==> src/rtl/mdu_div_pkg.sv <==
// Shared definitions for the E-stage divider: operand width, op selects and FSM encoding.
package mdu_div_pkg;

    localparam int unsigned DataWDefault = 32;

    localparam logic OpDivU = 1'b0;
    localparam logic OpDiv  = 1'b1;

    typedef enum logic [1:0] {
        StIdle    = 2'b00,
        StDivZero = 2'b01,
        StOn      = 2'b10,
        StEnd     = 2'b11
    } divState_t;

endpackage

==> src/rtl/mdu_div.sv <==
// Restoring radix-2 divider for the E stage: {remainder, quotient} after 33 cycles,
// or a zero result after 2 cycles on divide-by-zero.
module mdu_div
    import mdu_div_pkg::*;
#(
    parameter int unsigned DATA_W = DataWDefault
) (
    input  logic                clk,
    input  logic                rst,
    input  logic                start_i,
    input  logic                signed_i,
    input  logic                annul_i,
    input  logic [DATA_W-1:0]   opdata1_i,
    input  logic [DATA_W-1:0]   opdata2_i,
    output logic [2*DATA_W-1:0] result_o,
    output logic                ready_o,
    output logic                stall_o
);

    localparam logic [5:0] LastCnt = 6'(DATA_W - 1);

    function automatic logic [DATA_W-1:0] negate(input logic [DATA_W-1:0] v);
        return '0 - v;
    endfunction

    function automatic logic [DATA_W-1:0] magnitude(input logic [DATA_W-1:0] v,
                                                    input logic isSigned);
        return (isSigned && v[DATA_W-1]) ? negate(v) : v;
    endfunction

    divState_t           stateQ, stateD;
    logic [5:0]          cntQ, cntD;
    logic [DATA_W-1:0]   dividendQ, dividendD;
    logic [DATA_W-1:0]   divisorQ, divisorD;
    logic [DATA_W-1:0]   remQ, remD;
    logic                quoNegQ, quoNegD;
    logic                remNegQ, remNegD;
    logic [2*DATA_W-1:0] resultQ, resultD;

    logic                isSigned;
    logic [DATA_W:0]     partial, diff;
    logic [DATA_W-1:0]   quoNext, remNext;

    assign isSigned = (signed_i == OpDiv);

    // One restoring step: the dividend register shifts out its MSB into the partial
    // remainder and shifts the new quotient bit in at the bottom.
    always_comb begin
        partial = {remQ, dividendQ[DATA_W-1]};
        diff    = partial - {1'b0, divisorQ};
        if (!diff[DATA_W]) begin
            remNext = diff[DATA_W-1:0];
            quoNext = {dividendQ[DATA_W-2:0], 1'b1};
        end else begin
            remNext = partial[DATA_W-1:0];
            quoNext = {dividendQ[DATA_W-2:0], 1'b0};
        end
    end

    always_comb begin
        stateD    = stateQ;
        cntD      = cntQ;
        dividendD = dividendQ;
        divisorD  = divisorQ;
        remD      = remQ;
        quoNegD   = quoNegQ;
        remNegD   = remNegQ;
        resultD   = resultQ;

        unique case (stateQ)
            StIdle: begin
                if (start_i) begin
                    stateD    = (opdata2_i == '0) ? StDivZero : StOn;
                    cntD      = '0;
                    dividendD = magnitude(opdata1_i, isSigned);
                    divisorD  = magnitude(opdata2_i, isSigned);
                    remD      = '0;
                    quoNegD   = isSigned & (opdata1_i[DATA_W-1] ^ opdata2_i[DATA_W-1]);
                    remNegD   = isSigned & opdata1_i[DATA_W-1];
                end
            end
            StDivZero: begin
                stateD  = StEnd;
                resultD = '0;
            end
            StOn: begin
                cntD      = cntQ + 6'd1;
                dividendD = quoNext;
                remD      = remNext;
                if (cntQ == LastCnt) begin
                    stateD  = StEnd;
                    cntD    = '0;
                    resultD = {remNegQ ? negate(remNext) : remNext,
                               quoNegQ ? negate(quoNext) : quoNext};
                end
            end
            StEnd: begin
                stateD = StIdle;
            end
            default: begin
                stateD = StIdle;
            end
        endcase

        // Flush wins over everything, including a start in the same cycle.
        if (annul_i) begin
            stateD  = StIdle;
            cntD    = '0;
            resultD = resultQ;
        end
    end

    always_ff @(posedge clk or posedge rst) begin
        if (rst) begin
            stateQ    <= StIdle;
            cntQ      <= '0;
            dividendQ <= '0;
            divisorQ  <= '0;
            remQ      <= '0;
            quoNegQ   <= 1'b0;
            remNegQ   <= 1'b0;
            resultQ   <= '0;
        end else begin
            stateQ    <= stateD;
            cntQ      <= cntD;
            dividendQ <= dividendD;
            divisorQ  <= divisorD;
            remQ      <= remD;
            quoNegQ   <= quoNegD;
            remNegQ   <= remNegD;
            resultQ   <= resultD;
        end
    end

    assign ready_o  = (stateQ == StEnd) && !annul_i;
    assign result_o = resultQ;
    assign stall_o  = start_i & ~ready_o;

endmodule

==> config.mk <==
export PLATFORM = sky130hd
export DESIGN_NAME = mdu_div
export DESIGN_NICKNAME = d
export VERILOG_FILES = /design/src/rtl/mdu_div_pkg.sv /design/src/rtl/mdu_div.sv
export SDC_FILE = /design/constraint.sdc
export NUM_CORES = 1
export LEC_CHECK = 0
export ABC_CLOCK_PERIOD_IN_PS = 6200
export CAP_MARGIN = 20
export CORE_ASPECT_RATIO = 1.2
export CORE_UTILIZATION = 52
export DETAILED_ROUTE_END_ITERATION = 12
export GPL_TIMING_DRIVEN = 0
export PLACE_DENSITY = 0.73
export SLEW_MARGIN = 25
export SYNTH_ARGS = -nofsm -noshare
export SYNTH_HDL_FRONTEND = slang
export SYNTH_SLANG_ARGS = --single-unit
==> constraint.sdc <==
create_clock -name clk -period 6.2 [get_ports clk]
set_input_delay 1.55 -clock clk [delete_from_list [all_inputs] [get_ports clk]]
set_output_delay 1.55 -clock clk [all_outputs]
set_load 0.01 [all_outputs]
==> results list, run 1 <==
* Syn avg cell area: ~8 sq um
- VDD sags by at most approximately 0.00020 V.
- The congestion estimate from routability-driven global placement came to ~0.94.
* Number of failing hold endpoints at the final stage: 0
- Comb pwr share: 0.493
* Skew final: 0.01457 ns
- Number of enable-type register cells in the synthesized netlist: 0
- Static timing analysis puts the maximum clock frequency at approximately 170 MHz.
- Prevailing post-synth register cell: sky130_fd_sc_hd__dfrtp_1
- Hold Path Class: flop to flop
* Total number of clock tree sinks: 170
- Top area cells in the synthesized netlist: sky130_fd_sc_hd__dfrtp_1 (35%), sky130_fd_sc_hd__o21ai_0 (8.4%), sky130_fd_sc_hd__nand2_1 (7.9%), sky130_fd_sc_hd__xnor2_1 (5.1%), sky130_fd_sc_hd__a21oi_1 (4.8%)
- Share of synthesized flip-flops with an asynchronous set or reset: 1.000
* Clock power share: 0.195
- Of the synthesized area, sequential elements account for 0.3474.
* Setup repair after global routing missed its margin: no
- Dividing the final minimum period by the clock period gives 0.9561.
- The die covers between 20000 and 25000 sq um.
- The number of antenna violations at the first check in global routing was 0.
- The pre-antenna-repair detailed-routing pass consisted of 6 iterations.
- For this run, design rule violations remaining after detail routing come to 0.
- Setup violations remaining at the end of the flow were counted as 0.
* Diode insertion count for antenna repair: 0
- I/O pin count: approximately 140
* Clock-pin transition on the worst setup and hold timing paths: ~0.080 ns
- The cell area that synthesis handed to floorplanning was between 10000 and 15000 sq um.
- The final route contains roughly 12000 vias.
- Syn_nets: ~1600
- The share of total power dissipated in sequential elements is 0.312.
- Signal arrival time at the worst endpoint: about 6.3 ns
- TritonCTS built the clock tree.
- Register area: ~4300 sq um
- Final Net Count: about 1800
* Number of DRC markers in iteration 0: slightly below 800
* Net switching power of the design: 2613 uW
* Via density per instance: 5.980
- Library cell with the largest summed area after synthesis: sky130_fd_sc_hd__dfrtp_1
- The final layout contains routed wiring with a total length of 38620 microns.
- In this run the static leakage power is 0.006157 uW.
- Final Slew Violations: 0
* Crit-path max FO: 10
* Combined area of the multi-input logic cells: 7427 sq um
* Setup Crit Path Kind: flop to flop
- Hold slack: just under 0.5 ns
- After legalization and detailed placement, the total HPWL measured just over 30000 microns.
- After synthesis the netlist holds a flip-flop and latch count of 170.
- Number of rows in the core area: 61
- In the layout the commonest cells are sky130_fd_sc_hd__nand2_1 (258), sky130_fd_sc_hd__o21ai_0 (205), sky130_fd_sc_hd__dfrtp_1 (170), sky130_fd_sc_hd__clkdlybuf4s50_1 (133), sky130_fd_sc_hd__a21oi_1 (116).
- Final worst path period need: 5.928 ns
- Slew margin rel.: 0.3233
- After detailed placement, the design holds a cell count of 1988.
- CTS Hold Bufs: 0
- Fill cells in the final layout number 2084.
- Distinct cell type count of the synthesized netlist: 84
- Least-Margin Pin Slew: a little over 1 ns
* H-Tree Level Count: 4
* Worst Setup Start Kind: flop
- Post-layout utilization of the core: 0.6339
- Final global-route overflow total: 0
* Leading cell type in the layout, fill and taps excluded: sky130_fd_sc_hd__nand2_1
* Internal Power: 3041 uW
* Routed len/inst: 19.12 microns
- Via count of the first global-routing pass: ~12000
- Fraction of post-synthesis cell area in the top cell type by area: 0.3474
- Cell at the root of the clock tree: sky130_fd_sc_hd__clkbuf_16
* Worst skew pair latency: 0.46 ns
* Net switching fraction of the power: 0.4621
- At the worst endpoint, the required time is between 6 and 7 ns.
* Core region area: approximately 23000 sq um
- For this run, the number of Yosys warnings is 0.
- After technology mapping, the gate count stands at 1538.
- Antenna Violating Nets Remaining: 0
- Inserted Clock Buffers: 17
- Setup WS pre-CTS: around 0.24 ns
* Overall power: 5654 uW
* IO Port Bufs: about 130
- Critical Path Sink Type: flop
- Across the run, the number of max-cap violations was 0.
- The die is roughly 170 microns tall.
- For this run, the total global-route usage over all layers was measured as 0.3311.
* Setup WS post-layout: ~0.27 ns
- The area growth from synthesis to layout is 19.72%.
- Die width: between 100 and 150 microns
- The flow ran to the end, and the final reports show no timing, DRC or antenna violations.
- Largest net degree at the start of global routing: 71
- For this run, the number of standard cells in the final layout without fillers is between 2000 and 2500.
- Initial cell density of the core: 0.5295
- Ratio of cells with drive above 1 in the final layout: 0.04751
* Max Root-Sink Buffers: 2
- Wire length of the first global-routing pass: about 62000 microns
* P per Cell Area: between 300 and 400 nW/um^2
[timing repair]
item                                    4_1_cts  5_1_grt
gates resized for setup                       0        4
endpoints found under the setup margin        0        8
setup buffers                                 0        0
[power groups by stage]
stage	Combinational (uW)	Clock, uW	Sequential [uW]
2_1_floorplan	1780	0	1720
3_3_place_gp	2700	0	1770
3_5_place_dp	2750	0	1780
4_1_cts	2760	1110	1760
5_1_grt	3100	1150	1790
6_report	2790	1100	1760
[cell usage after synthesis (11+ instances only)]
cell and count:
sky130_fd_sc_hd__or3_1 14, sky130_fd_sc_hd__inv_1 57, sky130_fd_sc_hd__clkbuf_1 67, sky130_fd_sc_hd__ha_1 40
sky130_fd_sc_hd__nand4_1 11, sky130_fd_sc_hd__nand3_1 32, sky130_fd_sc_hd__xnor2_1 71, sky130_fd_sc_hd__mux2i_1 24
sky130_fd_sc_hd__nand2_1 258, sky130_fd_sc_hd__o31ai_1 38, sky130_fd_sc_hd__nor3_1 31, sky130_fd_sc_hd__dfrtp_1 170
sky130_fd_sc_hd__nor2_1 111, sky130_fd_sc_hd__nor4_1 12, sky130_fd_sc_hd__nand2b_1 12, sky130_fd_sc_hd__o41ai_1 12
sky130_fd_sc_hd__xor2_1 66, sky130_fd_sc_hd__o21ai_0 205, sky130_fd_sc_hd__a21oi_1 117
[metrics by stage]
stage	cell area, sq um	setup TNS [ns]
final	14660	0
after CTS	14630	0
after floorplan	12240	0
after global placement	13970	-383.54
after detailed placement	14030	0
after global routing	14660	0
[layout make-up]
class	count	area share
Sequential cell	170	0.2902
Clock inverter	15	0.01195
Clock buffer	17	0.02902
Multi-Input combinational cell	1226	0.5067
Timing Repair Buffer	135	0.09457
Inverter	58	0.01536
Tap cell	315	0.02689
Buffer	84	0.02535
[layer usage]
metal / up-vias / part of all wire / track usage
li1: 5732 / - / -
met1: 5814 / 0.39 / 0.3723
met2: 403 / 0.51 / 0.5997
met3: 130 / 0.044 / 0.04840
met4: 0 / 0.053 / 0.1781
met5: - / 0 / 0
[worst paths after layout]
check                                                 to  slack [ns]                 startpoint  depth (start not counted)
worst min-delay path            result_o[33]$_DFFE_PP0P_        0.48   result_o[33]$_DFFE_PP0P_                          2
worst max register to register  result_o[56]$_DFFE_PP0P_        0.27  dividendQ[31]$_DFFE_PP0P_                         23
worst min register to register  result_o[33]$_DFFE_PP0P_        0.48   result_o[33]$_DFFE_PP0P_                          2
min in group asynchronous       result_o[33]$_DFFE_PP0P_        1.50                        rst                          2
worst max-delay path            result_o[56]$_DFFE_PP0P_        0.27  dividendQ[31]$_DFFE_PP0P_                         23
max in group asynchronous       divisorQ[23]$_DFFE_PP0P_        3.68                        rst                          4
[state kept, by name (all words and copies together) (netlist names)]
register,cells
stateQ,2
quoNegQ,1
remQ,32
cntQ,6
divisorQ,32
remNegQ,1
result_o,64
dividendQ,32
[critical path: stages, from the launching register on]
cell and delay, ns:
sky130_fd_sc_hd__dfrtp_1 0.48, sky130_fd_sc_hd__inv_1 0.21, sky130_fd_sc_hd__ha_1 0.29, sky130_fd_sc_hd__fa_1 0.44, sky130_fd_sc_hd__nor2b_1 0.17, sky130_fd_sc_hd__o2111ai_2 0.19
sky130_fd_sc_hd__a31oi_2 0.28, sky130_fd_sc_hd__or2_1 0.16, sky130_fd_sc_hd__buf_6 0.12, sky130_fd_sc_hd__a31oi_4 0.17, sky130_fd_sc_hd__nand2_4 0.20, sky130_fd_sc_hd__clkbuf_4 0.28
sky130_fd_sc_hd__buf_4 0.25, sky130_fd_sc_hd__buf_2 0.32, sky130_fd_sc_hd__nand2_1 0.08, sky130_fd_sc_hd__o21ai_0 0.14, sky130_fd_sc_hd__ha_1 0.28, sky130_fd_sc_hd__nand2_1 0.10
sky130_fd_sc_hd__nor4b_1 0.28, sky130_fd_sc_hd__a31oi_1 0.16, sky130_fd_sc_hd__or3_1 0.51, sky130_fd_sc_hd__o31ai_1 0.31, sky130_fd_sc_hd__xnor2_1 0.14, sky130_fd_sc_hd__o31ai_1 0.21
[cell families (layout without fill, tap and decap cells)]
kind of cell | after synthesis | count (layout) | share of synthesized area
adders and majority gates | 41 | 41 | 0.04251
AOI/OAI and AO/OA | 473 | 473 | 0.2365
and+or+nand+nor | 543 | 543 | 0.2007
buffers and inverters | 142 | 309 | 0.04793
DFF | 170 | 170 | 0.3474
muxes | 32 | 32 | 0.02698
xor gates and xnor gates | 137 | 137 | 0.09800
Power figures use the tool's default switching activity.
==> run 2: changes to the inputs <==
--- a/config.mk
+++ b/config.mk
@@ -12,6 +12,7 @@
 export DETAILED_ROUTE_END_ITERATION = 12
 export GPL_TIMING_DRIVEN = 0
 export PLACE_DENSITY = 0.73
+export REMOVE_ABC_BUFFERS = 1
 export SLEW_MARGIN = 25
 export SYNTH_ARGS = -nofsm -noshare
 export SYNTH_HDL_FRONTEND = slang
==> results list, run 2 (synthesis results as in run 1) <==
- The worst-path maximum fanout is 52 (+42).
- Number of setup buffers added after CTS: 0 (unchanged)
* Least-Margin Pin Slew: 1.031 ns (+0.02244 ns)
* Maximum clock frequency: 174.5 MHz (+3.5%)
* Largest net degree at the start of global routing: 97 (+37%)
* Hold Path Class: flop to flop
- Final Slew Violations: 0 (unchanged)
- List of cells traversed by the critical path: ha_1 -> a21oi_2 -> o21ai_0 -> a221o_1 -> or2_1 -> a31oi_4 -> nand2_4 -> o21ai_0 -> ha_1 -> nand4_1 -> nor2_1 -> a31oi_1 -> or3_1 -> o31ai_1 -> xnor2_1 -> o21ai_0
- The final period utilization was 0.9241 (-0.03203).
- The max-slew headroom at the worst pin is 0.3082 (-0.01506).
- Antenna violations before repair: 0 (unchanged)
- Via count of the first global-routing pass: 10927 (-7.3%)
* Skew final: 0.01536 ns (+0.0007821 ns)
- Final global-route overflow total: 0 (unchanged)
- Slowest cell delay on critical path: 0.55 ns (+0.04 ns)
- The sequential share of power came to 0.321 (+0.009).
* Comb pwr share: 0.479 (-0.014)
- The detailed-route vias per instance is 5.868 (-1.9%).
- The number of cells upsized or downsized after cts is 0 (unchanged).
- The worst hold path begins at divisorQ[29]$_DFFE_PP0P_.
* Start point of the critical path: remQ[10]$_DFFE_PP0P_
* Cell at the root of the clock tree: sky130_fd_sc_hd__clkbuf_16
- Number of cells on the worst hold path: 2 (unchanged)
- The power density over the cells was 382.4 nW/um^2 (-0.85%).
- IO Port Bufs: 134 (+0.75%)
- Initial cell density of the core: 0.5295 (unchanged)
* Floorplan die height: 170.1 microns (unchanged)
* Met2 wire len: 16730 microns (-15%)
- The slack of the worst reg-to-reg path was 0.47 ns (+0.20 ns).
- Total Routing Usage GR: 0.2919 (-0.03913)
- Final worst path period need: 5.729 ns (-0.1986 ns)
* Total via count after detailed routing: 11413 (-5.5%)
* Highest metal layer used by the detailed router: met4
- Die width: 142.1 microns (unchanged)
- The post-detailed-route DRC marker count was 0 (unchanged).
- The share of layout cells above drive strength 1 is 0.04663 (-0.0008816).
* Clock-pin transition on the worst setup and hold timing paths: 0.08 ns (about the same)
- Signed area change from the synthesized netlist to the final layout: 18.05%
- Worst path most repeated cell: sky130_fd_sc_hd__o21ai_0
- Worst flop-to-flop path startpoint: remQ[10]$_DFFE_PP0P_
* Hold slack: 0.4815 ns (-0.0008460 ns)
* Status: finished clean
- Highest-count cells in the layout ignoring fill and taps: sky130_fd_sc_hd__nand2_1 (257), sky130_fd_sc_hd__o21ai_0 (205), sky130_fd_sc_hd__dfrtp_1 (170), sky130_fd_sc_hd__clkdlybuf4s50_1 (134), sky130_fd_sc_hd__a21oi_1 (116)
- Setup repair after global routing left no endpoint under its margin.
- Worst R2R End: result_o[58]$_DFFE_PP0P_
* Antenna Violating Nets Remaining: 0 (unchanged)
- Max Root-Sink Buffers: 2 (unchanged)
- The sink count of the clock tree came to 170 (unchanged).
- The average wire length per cell after detail routing came to 17.53 microns (-8.3%).
- Setup WS post-layout: 0.4707 ns (+0.1986 ns)
* Net switching power of the design: 2429 uW (-7.0%)
* Worst Setup Start Kind: flop
- Leaving out fill and tap cells, the most frequent cell in the layout is sky130_fd_sc_hd__nand2_1.
- Signal arrival time at the worst endpoint: 6.01 ns (-0.27 ns)
* Wire length of the first global-routing pass: 55540 microns (-9.8%)
* Number of failing hold endpoints at the final stage: 0 (unchanged)
- Number of DRC markers in iteration 0: 729 (-8.1%)
- Max-cap violation count: 0 (unchanged)
- Core region area: 23130 sq um (unchanged)
* H-Tree Level Count: 4 (unchanged)
* I/O pin count: 135 (unchanged)
- Routability cong.: 0.9344 (-0.86%)
- STA classifies the critical path endpoint as a flop.
* Worst skew pair latency: 0.45 ns (about the same)
- The sum of met3 wire segment lengths after detailed routing was 1409 microns (-16%).
* CP required: 6.48 ns (-0.08 ns)
- The cell leakage power came to 0.006076 uW (-1.3%).
* Setup WS pre-CTS: 0.4164 ns (+0.1772 ns)
- TritonCTS clock tree: built
- The count of standard-cell rows came to 61 (unchanged).
- The setup-violating endpoint count in the final report is 0 (unchanged).
- The number of hold-repair buffers added at the cts stage came to 0 (unchanged).
- Diode insertion count for antenna repair: 0 (unchanged)
- Inserted Clock Buffers: 17 (unchanged)
- Estimated wirelength of the detail-placed design: 25660 microns (-15%)
* Routed metal-1 wirelength: 14410 microns (-5.1%)
* Fillers: 2056 (-1.3%)
- Number of flip-flops under the largest register name: 64 (unchanged)
* Final Net Count: 1727 (-4.2%)
* Internal Power: 3099 uW (+1.9%)
- Setup Crit Path Kind: flop to flop
- Hold Path Sink: divisorQ[29]$_DFFE_PP0P_
- Worst vdd ir: 0.0002563 V (+30%)
* R2r worst-path depth: 16 (-30%)
- The accumulated negative setup slack is 0 ns (unchanged).
* Net switching fraction of the power: 0.4394 (-0.02275)
* Clock power share: 0.200 (+0.005)
* Standard cell with the maximum stage delay on the critical path: sky130_fd_sc_hd__or3_1
- The die footprint came to 24170 sq um (unchanged).
* Detailed-router iteration count before antenna repair: 5 (-1)
- Routed WL: 34100 microns (-12%)
==> run 2: changes by cell type in the layout (fill, tap and decap cells not counted), sizes merged <==
cell,change
buf,-6
clkdlybuf4s50,+1
bufinv,+1
clkbuf,-69
clkinv,-5
dlygate4sd3,-1
inv,+1
clkinvlp,+3
==> run 2: cell type report <==
| cell class | count | area, sq um | share of cell area |
|---|---|---|---|
| Multi-Input combinational cell | 1226 | 7437 | 0.5145 |
| Sequential cell | 170 | 4254 | 0.2943 |
| Timing Repair Buffer | 144 | 1544 | 0.1068 |
| Clock buffer | 17 | 425.4 | 0.02943 |
| Tap cell | 315 | 394.1 | 0.02727 |
| Inverter | 58 | 225.2 | 0.01558 |
| Clock inverter | 15 | 173.9 | 0.01203 |
==> run 2: worst max-delay path, delay by kind of cell (launching register included) <==
kind,cells,cell delay (ns)
AOI/OAI and AO/OA,8,2.41
and+or+nand+nor,5,1.71
adders and majority gates,2,0.77
DFF,1,0.48
xor gates and xnor gates,1,0.16
==> run 2: worst max path at each step <==
stage,endpoint,slack (ns),cells after the start
5_1_grt,result_o[58]$_DFFE_PP0P_,0.09,16
6_report,result_o[58]$_DFFE_PP0P_,0.47,16
4_1_cts,result_o[60]$_DFFE_PP0P_,0.38,16
3_5_place_dp,result_o[60]$_DFFE_PP0P_,0.42,16
2_1_floorplan,cntQ[0]$_DFFE_PP0P_,0.05,1
3_3_place_gp,divisorQ[5]$_DFFE_PP0P_,-2.36,2
==> run 2: metrics by stage <==
step	total power [uW]	cells	utilization	instance area, sq um
after floorplan	3425	1454	-	11880
after global placement	4285	1903	0.5885	13610
after detailed placement	4412	1913	0.5988	13850
after CTS	5540	1945	0.6247	14450
after global routing	5934	1945	0.6250	14450
final	5527	1945	0.6250	14450
==> run 2: metal layers <==
layer / vias up / global-route usage
met5: - / 0
met4: 0 / 0.1533
met3: 87 / 0.04305
met2: 328 / 0.4977
met1: 5406 / 0.3558
li1: 5592 / -
==> run 2: power by group through the flow <==
stage / clock [uW] / combinational [uW] / sequential (uW)
final: 1110 / 2640 / 1780
after global routing: 1160 / 2940 / 1830
after CTS: 1120 / 2640 / 1770
after detailed placement: 0 / 2620 / 1790
after global placement: 0 / 2500 / 1780
after floorplan: 0 / 1670 / 1760
